==> config.mk <==
export PLATFORM = sky130hd
export DESIGN_NAME = sr_cmd_gen
export DESIGN_NICKNAME = d
export VERILOG_FILES = /design/src/rtl/sr_cmd_gen.sv
export SDC_FILE = /design/constraint.sdc
export NUM_CORES = 1
export LEC_CHECK = 0
export ABC_AREA = 1
export CORE_MARGIN = 1.5
export CORE_UTILIZATION = 35
export DETAILED_ROUTE_END_ITERATION = 8
export SLEW_MARGIN = 20
export SYNTH_ARGS = -nofsm -noshare
export SYNTH_HDL_FRONTEND = slang
export SYNTH_SLANG_ARGS = --single-unit
==> constraint.sdc <==
create_clock -name clk -period 1.46 [get_ports clk]
set_input_delay 0.219 -clock clk [delete_from_list [all_inputs] [get_ports clk]]
set_output_delay 0.219 -clock clk [all_outputs]
set_load 0.05 [all_outputs]
==> src/rtl/sr_cmd_gen.sv <==
// Debounced push-button front end that issues one-cycle S/R commands to a downstream SR flip-flop.
// Optional auto-clear after AUTO_CYC cycles in SET is enabled by defining SR_CMD_GEN_AUTO_CLR_EN.
module sr_cmd_gen #(
    parameter int unsigned DB_CYC   = 4,
    parameter int unsigned AUTO_CYC = 16
) (
    input  logic clk,
    input  logic rst_n,
    input  logic btn_set,
    input  logic btn_rst,
    output logic S,
    output logic R,
    output logic busy,
    output logic conflict
);

    localparam int unsigned NBTN   = 2;
    localparam int unsigned CNT_W  = 8;
    localparam int unsigned AUTO_W = 16;
    localparam int unsigned IDX_SET = 0;
    localparam int unsigned IDX_RST = 1;

    if (DB_CYC < 2 || DB_CYC > 255 || AUTO_CYC < 2 || AUTO_CYC > 65535) begin : g_param_check
        $error("sr_cmd_gen: DB_CYC or AUTO_CYC out of range");
    end

    typedef enum logic {
        ST_CLR = 1'b0,
        ST_SET = 1'b1
    } state_e;

    logic [NBTN-1:0]            btn_raw;
    logic [NBTN-1:0]            sync1_q;
    logic [NBTN-1:0]            sync2_q;
    logic [NBTN-1:0]            db_q;
    logic [NBTN-1:0]            db_d;
    logic [NBTN-1:0][CNT_W-1:0] cnt_q;
    logic [NBTN-1:0][CNT_W-1:0] cnt_d;
    logic [NBTN-1:0]            req_c;

    state_e state_q;
    state_e state_d;
    logic   s_q;
    logic   s_d;
    logic   r_q;
    logic   r_d;
    logic   conflict_q;
    logic   conflict_d;
    logic   auto_hit_c;

    assign btn_raw = {btn_rst, btn_set};

    // Synchronizers, debounce state and command outputs.
    always_ff @(posedge clk or negedge rst_n) begin
        if (!rst_n) begin
            sync1_q    <= '0;
            sync2_q    <= '0;
            db_q       <= '0;
            cnt_q      <= '0;
            state_q    <= ST_CLR;
            s_q        <= 1'b0;
            r_q        <= 1'b0;
            conflict_q <= 1'b0;
        end else begin
            sync1_q    <= btn_raw;
            sync2_q    <= sync1_q;
            db_q       <= db_d;
            cnt_q      <= cnt_d;
            state_q    <= state_d;
            s_q        <= s_d;
            r_q        <= r_d;
            conflict_q <= conflict_d;
        end
    end

    // A request fires on the same edge the debounced level rises, so S lands one cycle later.
    always_comb begin
        db_d  = db_q;
        cnt_d = '0;
        req_c = '0;
        for (int i = 0; i < NBTN; i++) begin
            if (sync2_q[i] != db_q[i]) begin
                if (cnt_q[i] == CNT_W'(DB_CYC - 1)) begin
                    db_d[i]  = ~db_q[i];
                    req_c[i] = ~db_q[i];
                end else begin
                    cnt_d[i] = cnt_q[i] + CNT_W'(1);
                end
            end
        end
    end

`ifdef SR_CMD_GEN_AUTO_CLR_EN
    logic [AUTO_W-1:0] auto_q;
    logic [AUTO_W-1:0] auto_d;

    // Counts cycles spent in SET; zero on the entry edge.
    always_ff @(posedge clk or negedge rst_n) begin
        if (!rst_n) begin
            auto_q <= '0;
        end else begin
            auto_q <= auto_d;
        end
    end

    always_comb begin
        auto_d     = (state_q == ST_SET) ? auto_q + AUTO_W'(1) : '0;
        auto_hit_c = (state_q == ST_SET) && (auto_q == AUTO_W'(AUTO_CYC - 1));
    end
`else
    assign auto_hit_c = 1'b0;
`endif

    // Command FSM: reset wins over set; auto-clear merges with a user reset into one R.
    always_comb begin
        state_d    = state_q;
        s_d        = 1'b0;
        r_d        = 1'b0;
        conflict_d = 1'b0;
        if (req_c[IDX_SET] && req_c[IDX_RST]) begin
            conflict_d = 1'b1;
            r_d        = (state_q == ST_SET);
            state_d    = ST_CLR;
        end else if (req_c[IDX_RST] || auto_hit_c) begin
            r_d     = (state_q == ST_SET);
            state_d = ST_CLR;
        end else if (req_c[IDX_SET] && (state_q == ST_CLR)) begin
            s_d     = 1'b1;
            state_d = ST_SET;
        end
    end

    assign S        = s_q;
    assign R        = r_q;
    assign conflict = conflict_q;
    assign busy     = (state_q == ST_SET);

endmodule

==> results.py <==
metrics = {
    "run_status": {
        "status": "finished clean",
    },
    "flow_run": {
        "cap_violations": 0,
    },
    "clocking": {
        "cts_resized": 0,
        "clkTransAtPathRegs_ns": 0.14,
        "cts_tree": "done",
        "cts-root-buf": "clkbuf_4",
        "cts_buffers": 3,
        "ctsHoldBuffers": 0,
        "cts_buffer_depth": 2,
        "cts_max_level": 1,
        "post_cts_buffers": 0,
        "clock_sinks": 26,
        "clk_latency_ns": 0.32,
    },
    "logic_synthesis": {
        "synthSimpleGateAreaFrac_pct": 26.5,
        "synthAdderAreaFrac_pct": 2.24,
        "avgSynthCellArea_um2": 9.39,
        "synth_top_area_share_pct": 58.2,
        "synth_xor_area_share_pct": 5.49,
        "syn-num-nets": 125,
        "synth.distinct_cells": 19,
        "synth_seq_cells": 26,
        "synth-compound-area-share_pct": 2.46,
        "ys_top_cells_by_area": "dfrtp_1 58%, nor2_1 7.7%, nand2_1 7.1%",
        "yosysTopAreaCell": "dfrtp_1",
        "netlist_area_mm2": 0.00112,
        "synth_top_family_by_area": "simple AND/OR/NAND/NOR gates",
        "synth_mux_area_share_pct": 0,
        "yosysWarnings": 0,
        "yosysSeqAreaShare_pct": 58.2,
        "syn_inst": 119,
    },
    "setup_path": {
        "r2r-start": "cnt_q[8]$_DFF_PN0_",
        "cp_top_family": "simple AND/OR/NAND/NOR gates",
        "critPathBufInv": 0,
        "critPathCaptureType": "register",
        "worstPathRequired_ns": 1.68,
        "worstSetupPathType": "reg2reg",
        "cp_max_fo": 4,
        "cp.arrival_ns": 1.50,
        "startpoint": "cnt_q[8]$_DFF_PN0_",
        "crit_path_max_incr_delay_ns": 0.42,
        "crit_chain": "ha_1 -> nand2_1 -> nor2_4 -> nand3_2 -> nand2_1 -> nor2_1",
        "slowest_stage": "dfrtp_1",
        "critPathLaunchType": "register",
        "worst_path_most_repeated_cell": "nand2_1",
    },
    "detailed_routing": {
        "drc_errors": 0,
        "drt_wl_total_um": 1670,
        "wl_per_cell_um": 9.49,
        "via_per_inst": 4.47,
        "drt_iter0_drc": 29,
        "dr_total_vias": 787,
        "firstDrtPassIters": 4,
        "ant_nets": 0,
    },
    "sta": {
        "drv_slew": 0,
        "tightest_slew_ns": 0.318,
        "setup_violations": 0,
        "post-route-period-util_pct": 87.8,
        "relSlewSlack_pct": 78.8,
        "clock.fmax_ghz": 0.781,
        "rsz0062_at_grt": "no",
        "hold_viol": 0,
        "final.min_clock_period_ns": 1.28,
        "clock_skew_ns": 0.00540,
        "tns_ns": 0,
    },
    "power_and_ir_drop": {
        "irDropWorstVdd_v": 0.00130,
        "power.density_mw_per_mm2": 1430,
        "total_power_uw": 1880,
        "power.static_leakage_uw": 0.000619,
    },
    "global_route": {
        "grt-ovfl-total": 0,
        "grt_pass1_wl_um": 2840,
        "track_usage_pct": 10.6,
        "grt_pass1_vias": 672,
        "antenna_found_initial": 0,
        "grt_max_degree": 27,
    },
    "place": {
        "placed_area_mm2": 0.00126,
        "numPortBuffers": 7,
        "hpwl_um": 1270,
        "place.gp.congestion": 0.794,
    },
    "final_layout": {
        "seqCellArea_um2": 651,
        "multi_input_area_um2": 410,
        "final_cell_mix": "26 x dfrtp_1, 23 x nor2_1, 21 x nand2_1",
        "finalInstanceArea_mm2": 0.00131,
        "fill_cells": 315,
        "num_antenna_cells": 0,
        "layout_commonest_cell": "dfrtp_1",
        "drive_above_1_share_pct": 14.4,
        "syn2layout_area_growth_pct": 17.5,
        "finalNetCount": 139,
    },
    "die": {
        "io_pins": 8,
        "core_mm2": 0.00305,
        "num_rows": 20,
        "die_y_um": 59.5,
        "dieArea_mm2": 0.00354,
        "die_x_um": 59.5,
        "initial_core_util_pct": 36.6,
    },
    "hold_path": {
        "hold_path.class": "in2async",
    },
}
[Yosys cell counts]
master / number
xor2_1: 4
nor2_2: 2
o21ai_0: 3
nor2_1: 23
dfrtp_1: 26
a211oi_1: 1
nand2_1: 21
nor2_4: 1
nor3_1: 4
inv_1: 14
inv_2: 1
nor3_2: 2
nand3_1: 7
ha_1: 2
nand2_2: 1
nor2b_1: 1
nand3_2: 2
xnor2_1: 3
a21oi_1: 1
[final timing paths]
check / to / slack (ns) / cells after the start
max reg2reg: S$_DFF_PN0_ / 0.18 / 6
max in group asynchronous: cnt_q[14]$_DFF_PN0_ / 0.98 / 2
min: cnt_q[12]$_DFF_PN0_ / 0.24 / 2
max: S$_DFF_PN0_ / 0.18 / 6
min in group clk: sync1_q[1]$_DFF_PN0_ / 0.32 / 1
min reg2reg: sync2_q[1]$_DFF_PN0_ / 0.37 / 0
[layer usage]
| metal | vias to the layer above | GRT usage [%] | routed length, um |
|---|---|---|---|
| li1 | 396 | - | - |
| met1 | 378 | 14.3 | 821 |
| met2 | 13 | 16.6 | 780 |
| met3 | 0 | 5.02 | 69 |
| met4 | 0 | 0.317 | 0 |
| met5 | - | 0 | 0 |
[power by group]
part	internal (uW)	total (uW)	switching (uW)	leakage (uW)
clock network	277	486	208	0.0000279
registers	825	920	95.3	0.000345
logic	193	469	277	0.000246
[cell type report]
cell class	count	share of cell area (%)
Clock inverter	1	2.29
Multi-Input combinational cell	78	31.3
Timing Repair Buffer	9	6.67
Sequential cell	26	49.6
Tap cell	44	4.19
Clock buffer	3	1.72
Inverter	15	4.29
[per-stage QoR]
step                      hold WS, ns  utilization [%]  cells  setup slack (ns)
final                           0.243             43.0    176             0.179
after global routing            0.252             43.0    176           0.00529
after CTS                       0.246             43.0    176             0.176
after detailed placement        0.341             41.3    172             0.205
after global placement          0.337             41.3    172             0.226
after floorplan               -0.0766                -    119             0.301
[flip-flops by register name (all words and copies together) (netlist names)]
register and count:
cnt_q 16, conflict 1, busy 1, R 1, sync1_q 2, sync2_q 2
S 1, db_q 2
[logic make-up after synthesis]
family	after synthesis
buffers and inverters	15
flip-flops	26
XOR/XNOR	7
AO/OA/AOI/OAI	5
AND/OR/NAND/NOR	64
adder cells (fa/ha/maj)	2
Power figures use the tool's default switching activity.
